<file path="config.mk">
export PLATFORM = sky130hd
export DESIGN_NAME = stride_sequence_counter
export DESIGN_NICKNAME = d
export VERILOG_FILES = /design/src/rtl/stride_seq_pkg.sv /design/src/rtl/stride_next_calc.sv /design/src/rtl/stride_sequence_counter.sv
export SDC_FILE = /design/constraint.sdc
export NUM_CORES = 1
export LEC_CHECK = 0
export ABC_AREA = 1
export BUFFER_PORTS_ARGS = -buffer_cell sky130_fd_sc_hd__buf_2
export CELL_PAD_IN_SITES_DETAIL_PLACEMENT = 1
export CELL_PAD_IN_SITES_GLOBAL_PLACEMENT = 2
export CORE_MARGIN = 1
export CORE_UTILIZATION = 34
export DETAILED_ROUTE_END_ITERATION = 12
export GPL_TIMING_DRIVEN = 0
export HOLD_SLACK_MARGIN = 0.12
export PLACE_DENSITY_LB_ADDON = 0.1
export SYNTH_ARGS = -nofsm -noshare
export SYNTH_HDL_FRONTEND = slang
export SYNTH_HIERARCHICAL = 1
export SYNTH_SLANG_ARGS = --single-unit
</file>
<file path="constraint.sdc">
create_clock -name clk -period 3.45 [get_ports clk]
set_input_delay 0.345 -clock clk [delete_from_list [all_inputs] [get_ports clk]]
set_output_delay 0.345 -clock clk [all_outputs]
set_load 0.1 [all_outputs]
</file>
<file path="src/rtl/stride_seq_pkg.sv">
// Shared mode and direction encodings for the stride sequence counter.
package stride_seq_pkg;
    localparam logic [1:0] MODE_WRAP   = 2'd0;
    localparam logic [1:0] MODE_HOLD   = 2'd1;
    localparam logic [1:0] MODE_BOUNCE = 2'd2;
    localparam logic [1:0] MODE_RSVD   = 2'd3;

    localparam logic DIR_UP   = 1'b0;
    localparam logic DIR_DOWN = 1'b1;
endpackage

</file>
<file path="src/rtl/stride_next_calc.sv">
// Next-state function of the stride sequence: step, terminal detect, wrap/hold/bounce.
// Latency: purely combinational.
// Backpressure: none; the caller decides whether to commit the result.
module stride_next_calc
    import stride_seq_pkg::*;
#(
    parameter int WIDTH = 4
) (
    input  logic [WIDTH-1:0] count,
    input  logic             dir,
    input  logic             done,
    input  logic [WIDTH-1:0] start,
    input  logic [WIDTH-1:0] step,
    input  logic [WIDTH-1:0] limit,
    input  logic [1:0]       mode,
    output logic [WIDTH-1:0] count_nxt,
    output logic             dir_nxt,
    output logic             done_nxt,
    output logic             term
);
    // One extra bit so the sum can never alias back below the limit.
    logic [WIDTH:0]   up;
    logic [WIDTH:0]   down_floor;
    logic [WIDTH-1:0] down;

    always_comb begin
        up         = {1'b0, count} + {1'b0, step};
        down_floor = {1'b0, start} + {1'b0, step};
        down       = count - step;
        count_nxt  = count;
        dir_nxt    = dir;
        done_nxt   = done;
        term       = 1'b0;

        // A zero stride is never allowed to raise a terminal event.
        if (done || step == '0) begin
            term = 1'b0;
        end else if (dir == DIR_UP) begin
            if (up <= {1'b0, limit}) begin
                count_nxt = up[WIDTH-1:0];
            end else begin
                term = 1'b1;
                case (mode)
                    MODE_HOLD:   done_nxt  = 1'b1;
                    MODE_BOUNCE: dir_nxt   = DIR_DOWN;
                    default:     count_nxt = start;
                endcase
            end
        end else begin
            if ({1'b0, count} >= down_floor) begin
                count_nxt = down;
            end else begin
                term    = 1'b1;
                dir_nxt = DIR_UP;
            end
        end
    end
endmodule

</file>
<file path="src/rtl/stride_sequence_counter.sv">
// Runtime-programmable arithmetic-sequence counter with wrap/hold/bounce and terminal-count pulse.
// Latency: count/dir/done/tc update on the edge that samples en or cfg_load.
// Backpressure: none; en low simply freezes the sequence and clears tc.
module stride_sequence_counter
    import stride_seq_pkg::*;
#(
    parameter int         WIDTH     = 4,
    parameter int         DEF_START = 0,
    parameter int         DEF_STEP  = 3,
    parameter int         DEF_LIMIT = 14,
    parameter logic [1:0] DEF_MODE  = 2'd0
) (
    input  logic             clk,
    input  logic             reset,
    input  logic             en,
    input  logic             cfg_load,
    input  logic [WIDTH-1:0] cfg_start,
    input  logic [WIDTH-1:0] cfg_step,
    input  logic [WIDTH-1:0] cfg_limit,
    input  logic [1:0]       cfg_mode,
    output logic [WIDTH-1:0] count,
    output logic             dir,
    output logic             done,
    output logic             tc
);
    logic [WIDTH-1:0] start;
    logic [WIDTH-1:0] step;
    logic [WIDTH-1:0] limit;
    logic [1:0]       mode;

    logic [WIDTH-1:0] count_nxt;
    logic             dir_nxt;
    logic             done_nxt;
    logic             term;

    stride_next_calc #(
        .WIDTH (WIDTH)
    ) u_next (
        .count     (count),
        .dir       (dir),
        .done      (done),
        .start     (start),
        .step      (step),
        .limit     (limit),
        .mode      (mode),
        .count_nxt (count_nxt),
        .dir_nxt   (dir_nxt),
        .done_nxt  (done_nxt),
        .term      (term)
    );

    // cfg_load outranks en so a reload always restarts cleanly.
    always_ff @(posedge clk or posedge reset) begin
        if (reset) begin
            start <= WIDTH'(DEF_START);
            step  <= WIDTH'(DEF_STEP);
            limit <= WIDTH'(DEF_LIMIT);
            mode  <= DEF_MODE;
            count <= WIDTH'(DEF_START);
            dir   <= DIR_UP;
            done  <= 1'b0;
            tc    <= 1'b0;
        end else if (cfg_load) begin
            start <= cfg_start;
            step  <= cfg_step;
            limit <= cfg_limit;
            mode  <= cfg_mode;
            count <= cfg_start;
            dir   <= DIR_UP;
            done  <= 1'b0;
            tc    <= 1'b0;
        end else if (en) begin
            count <= count_nxt;
            dir   <= dir_nxt;
            done  <= done_nxt;
            tc    <= term;
        end else begin
            tc <= 1'b0;
        end
    end
endmodule

</file>
==> impl_metrics.toml, run 1 <==
[routing]
drtIter0Drc = 51
via_per_inst = 4.72
postRouteAntennaNets = 0
wirelength_um = 4730
first_pass_iters = 4
wl_per_cell_um = 13.7
drcViolationCount = 0
vias = 1628

[logic_synthesis]
yosysTopAreaCell = "dfrtp_1"
netlist_instances = 249
yosysWarningCount = 6
synth_edf_count = 0
ys_seq_area_frac = 0.278
synth.area.top_cells = "dfrtp_1 21%, nand2_1 16%, ha_1 14%, dfstp_2 6.9%, nand3_1 6.0%"
syn-num-nets = 291
synth_most_common_cell = "nand2_1"
synthDominantCellAreaShare = 0.209
yosysUniqueCellTypes = 29
ys_top_cells_by_count = "82 x nand2_1, 25 x inv_1, 23 x nand3_1"
syn_area_per_cell_um2 = 7.68
syn_area_um2 = 1910
synth-seq-cells = 21
synth_flop_cell = "dfrtp_1"
ys_async_sr_fraction = 1.00

[setup_path]
crit_start = "step[1]$_DFFE_PP1P_"
critPathCaptureType = "flip-flop"
worstSetupPathType = "flip-flop to flip-flop"
crit_path_max_incr_delay_ns = 0.66
cp_slowest_cell = "dfstp_2"
worstPathArrival_ns = 3.11
cp-start-kind = "flip-flop"
crit_path_frequent_cell = "nand2_1"
worstPathCellList = "inv_1 > ha_1 > nor2_1 > nand2_1 > nand2_1 > nand2_1 > nand2_1 > inv_1 > ha_1 > nand2_1 > nand2_1 > nor2_1 > nand2_2 > nand2_4 > nand3_1 > nand3_1 > nand2_1 > nand2_1 > nand2_1 > nand3_2 > nand3_2"
worstPathRequired_ns = 3.62
crit_path_max_fanout = 7
reg2reg_from = "step[1]$_DFFE_PP1P_"

[floorplan]
dieArea_um2 = 5930
die_h_um = 77.0
num_rows = 26
fp.coreArea_um2 = 5270
ios = 25
initial_core_util = 0.363
die_x_um = 77.0

[pwr]
p_per_area_nw_per_um2 = 646
peakVddDrop_v = 0.000289
power.leakage_nw = 1.19

[timing]
min_period_ns = 2.94
max_freq_mhz = 340
drv_slew = 0
maxSlewHeadroom = 0.448
skew_ns = 0.00343
fin_crit_sh = 0.853
tightestPinTransition_ns = 0.827
fin_ws_ns = 0.507
hold_viol = 0
rsz0062_at_grt = "no"
tns_ns = 0
report.final.setup_viol = 0

[global_routing]
grt_pass1_vias = 1739
grt_start_max_net_pins = 22
grt-ovfl-total = 0
antenna_found_initial = 0
grt_usage = 0.178
grt_first_pass_wirelength_um = 8400

[cells_and_area]
fin_area_um2 = 2160
fin_util = 0.409
nNetsFinal = 318
syn_to_final_growth_pct = 12.8
drive_gt1_frac = 0.276
diodes = 0

[clock_tree]
clk_pin_slew_ns = 0.09
cts_setup_buffers = 0
cts_buffers = 3
clock-sinks = 21
post_cts_resize_count = 0
ctsHtreeMaxLevel = 1
cts_hold_buf = 0
cts_tree = "done"
root_buffer = "clkbuf_8"
clk_path_buf_depth = 2
clock_latency_ns = 0.27

[placed_design]
pre_cts_ws_ns = 0.500
port_buffers = 22
dpl_cell_area_um2 = 2110
gp_congestion = 0.767
hpwl_um = 3870

[status]
status = "finished, final reports clean"

[hold_path]
hp-class = "input port to async pin"

[flow_run]
max_cap_violations = 0
## cells by family (layout without fill, tap and decap cells)
logic type,count (synthesis),count (layout),synth area share
and+or+nand+nor,152,152,0.396
AOI/OAI and AO/OA,10,10,0.0412
adders and majority gates,24,24,0.169
DFF,21,21,0.278
xor gates and xnor gates,4,4,0.0183
buffers and inverters,38,64,0.0975
## per-stage QoR
stage / hold slack, ns / instances / power [mW]
detailed placement: 0.455 / 341 / 1.24
finish: 0.224 / 345 / 1.39
global route: 0.266 / 345 / 1.53
global placement: 0.459 / 341 / 1.22
CTS: 0.251 / 345 / 1.42
floorplan: 0.318 / 249 / 1.04
## registers in the layout, summed over array words and instances, names as in the netlist
signal  cells
count       4
limit       4
start       4
step        4
mode        2
dir         1
done        1
tc          1
## cell type report
cell class	instances	area, µm²
buffer	7	67.6
clock buffer	3	41.3
clock inverter	1	5.00
fill	683	3110
inverter	31	119
multi-input combinational	190	1190
sequential	21	532
tap	70	87.6
timing repair buffer	22	110
## layer usage
metal	vias up	track usage	wire [µm]	part of all wire
li1	836	-	-	-
met1	765	0.238	2370	0.50
met2	20	0.303	2200	0.47
met3	7	0.0238	98	0.021
met4	0	0.0415	60	0.013
met5	-	0	0	0
## worst max-delay path: cells and delay by family, from the launching register on
kind                       cells  cell delay (ns)
and+or+nand+nor               17             1.37
DFF                            1             0.66
adders and majority gates      2             0.63
buffers and inverters          2             0.17
## worst paths after layout
check,to,slack (ns),cells past startpoint
min in group clk,step[1]$_DFFE_PP1P_,0.26,3
max reg2reg,count[2]$_DFFE_PP0P_,0.51,21
max in group asynchronous,step[3]$_DFFE_PP0P_,2.72,2
min,start[3]$_DFFE_PP0P_,0.22,2
min reg2reg,limit[2]$_DFFE_PP1P_,0.47,2
max,count[2]$_DFFE_PP0P_,0.51,21
## power breakdown
group          total [mW]  leakage, nW  internal (mW)  switching (mW)
clock network       0.173       0.0255         0.0809          0.0920
logic               0.878        0.917          0.288           0.590
registers           0.342        0.252          0.283          0.0589
total                1.39         1.19          0.652           0.741
## layout by cell type, fill, tap and decap left out, drive strengths merged, types with 2 or more instances in the layout
| cell type | count |
|---|---|
| nand4 | 3 |
| dfrtp | 16 |
| xor2 | 3 |
| nor2 | 13 |
| a21oi | 7 |
| buf | 29 |
| nand3b | 2 |
| inv | 30 |
| nand3 | 32 |
| clkinv | 2 |
| clkbuf | 3 |
| nand2 | 101 |
| a31oi | 2 |
| fa | 3 |
| ha | 21 |
| dfstp | 5 |
(Power assumes the default switching activity.)
==> inputs of run 2 (changes only) <==
--- a/config.mk
+++ b/config.mk
@@ -6,12 +6,13 @@
 export NUM_CORES = 1
 export LEC_CHECK = 0
 export ABC_AREA = 1
-export BUFFER_PORTS_ARGS = -buffer_cell sky130_fd_sc_hd__buf_2
 export CELL_PAD_IN_SITES_DETAIL_PLACEMENT = 1
 export CELL_PAD_IN_SITES_GLOBAL_PLACEMENT = 2
+export CORE_ASPECT_RATIO = 2
 export CORE_MARGIN = 1
-export CORE_UTILIZATION = 34
+export CORE_UTILIZATION = 37
 export DETAILED_ROUTE_END_ITERATION = 12
+export DONT_BUFFER_PORTS = 1
 export GPL_TIMING_DRIVEN = 0
 export HOLD_SLACK_MARGIN = 0.12
 export PLACE_DENSITY_LB_ADDON = 0.1
==> constraint.sdc (replaced) <==
create_clock -name clk -period 3.15 [get_ports clk]
set_input_delay 0.315 -clock clk [delete_from_list [all_inputs] [get_ports clk]]
set_output_delay 0.315 -clock clk [all_outputs]
set_load 0.1 [all_outputs]
==> impl_metrics.toml, run 2 (same netlist as run 1, synthesis figures left out) <==
[status]
status = "finished, final reports clean"

[pwr]
finalPower_mw = 1.53
p_per_area_nw_per_um2 = 719
power.leakage_nw = 1.12
peakVddDrop_v = 0.000394

[placed_design]
gp_congestion = 0.835
port_buffers = 0
hpwl_um = 3950
dpl_cell_area_um2 = 1980

[floorplan]
ios = 25
dieArea_um2 = 5480
initial_core_util = 0.389
die_x_um = 52.8
num_rows = 36
die_h_um = 104
fp.coreArea_um2 = 4910

[global_routing]
grt-ovfl-total = 0
grt_usage = 0.194
grt_start_max_net_pins = 22
antenna_found_initial = 0
grt_pass1_vias = 1706
grt_first_pass_wirelength_um = 7900

[cells_and_area]
drive_gt1_frac = 0.255
syn_to_final_growth_pct = 11.4
fin_area_um2 = 2130
fin_util = 0.434
nNetsFinal = 302
final_common_cell = "nand2_1"
diodes = 0
fill_cells = 630
final_cell_mix = "82 x nand2_1, 25 x inv_1, 23 x nand3_1"

[timing]
drv_slew = 0
holdWs_ns = 0.134
fin_crit_sh = 0.943
skew_ns = 0.00570
maxSlewHeadroom = 0.256
max_freq_mhz = 337
tightestPinTransition_ns = 1.12
hold_viol = 0
min_period_ns = 2.97
report.final.setup_viol = 0

[hold_path]
worstHoldStart = "cfg_limit[1]"
hp-class = "input port to flip-flop"

[clock_tree]
clock-sinks = 21
clk_path_buf_depth = 2
clock_latency_ns = 0.27
ctsHtreeMaxLevel = 1
cts_buffers = 3
root_buffer = "clkbuf_8"
cts_tree = "done"
clk_pin_slew_ns = 0.08

[routing]
drtIter0Drc = 12
wl_per_cell_um = 15.1
drcViolationCount = 0
via_per_inst = 5.05
wirelength_um = 4780
vias = 1597
postRouteAntennaNets = 0
first_pass_iters = 4

[setup_path]
crit_path_max_fanout = 6
worstPathRequired_ns = 3.30
worstPathArrival_ns = 3.12
crit_start = "count[0]$_DFFE_PP0P_"
worstSetupPathType = "flip-flop to flip-flop"
reg2reg_from = "count[0]$_DFFE_PP0P_"
cp-start-kind = "flip-flop"
critPathCaptureType = "flip-flop"

[flow_run]
max_cap_violations = 0
## run 2: cell count changes in the layout (fill, tap and decap cells not counted), moves of 3 or more
cell / change
dfrtp_1: -4
buf_4: +5
ha_1: -3
ha_4: +3
buf_2: -22
dfrtp_4: +3
## run 2: what timing repair did
action | in CTS | in global routing
buffers inserted | 0 | 5
hold endpoints to repair | 16 | 0
endpoints found under the setup margin | 6 | 5
pin swaps | 0 | 2
cloned | 0 | 0
hold buffers | 1 | 0
resized for setup | 4 | 7
## run 2: worst max-delay path, stage by stage (launching register included)
cell and delay [ns]:
dfrtp_4 0.65, ha_4 0.24, fa_1 0.41, xor2_1 0.21, inv_1 0.07, ha_1 0.31, nand2_1 0.08, nor2_1 0.04
nor2_1 0.11, nand2_2 0.08, nand2_4 0.10, nand3_1 0.12, nand3_1 0.11, nand2_1 0.06, nand2_1 0.06, nand2_1 0.07
nand3_2 0.08, nand3_2 0.07
## run 2: report_power, final
group          switching (mW)  total, mW  internal (mW)
registers               0.226      0.542          0.315
clock network          0.0925      0.182         0.0894
logic                   0.493      0.807          0.314
total                   0.812       1.53          0.719
## run 2: per-layer routing
metal  routed length [µm]  vias up  part of all wire  GRT usage
met5                    0        -                 0          0
li1                     -      806                 -          -
met2                 2750       27              0.58      0.352
met4                  102        0             0.021     0.0808
met1                 1840      757              0.39      0.219
met3                   84        7             0.018     0.0147
## run 2: worst paths after layout
check                                        to  slack, ns  depth (start not counted)
setup / recovery           count[2]$_DFFE_PP0P_       0.18                         17
hold / removal             limit[1]$_DFFE_PP1P_       0.13                          2
setup reg to reg           count[2]$_DFFE_PP0P_       0.18                         17
hold reg to reg            limit[3]$_DFFE_PP1P_       0.47                          2
max in group asynchronous  count[2]$_DFFE_PP0P_       1.95                          2
min in group asynchronous      done$_DFFE_PP0P_       0.63                          2
## run 2: per-stage QoR
step	worst slack [ns]	std cells	setup TNS [ns]
after global routing	-0.0135	316	-0.0207
after CTS	0.0213	311	0
after floorplan	0.0874	249	0
after global placement	-0.281	306	-1.42
final	0.179	316	0
after detailed placement	-0.327	306	-1.56
## run 2: final cells by class
class	count	area [µm²]	area share
clock inverters	1	7.51	0.00353
repair buffers	6	47.5	0.0223
multi-input cells	190	1230	0.578
well taps	57	71.3	0.0335
inverters	31	119	0.0558
flip-flops and latches	21	544	0.256
plain buffers	7	67.6	0.0317
clock buffers	3	41.3	0.0194
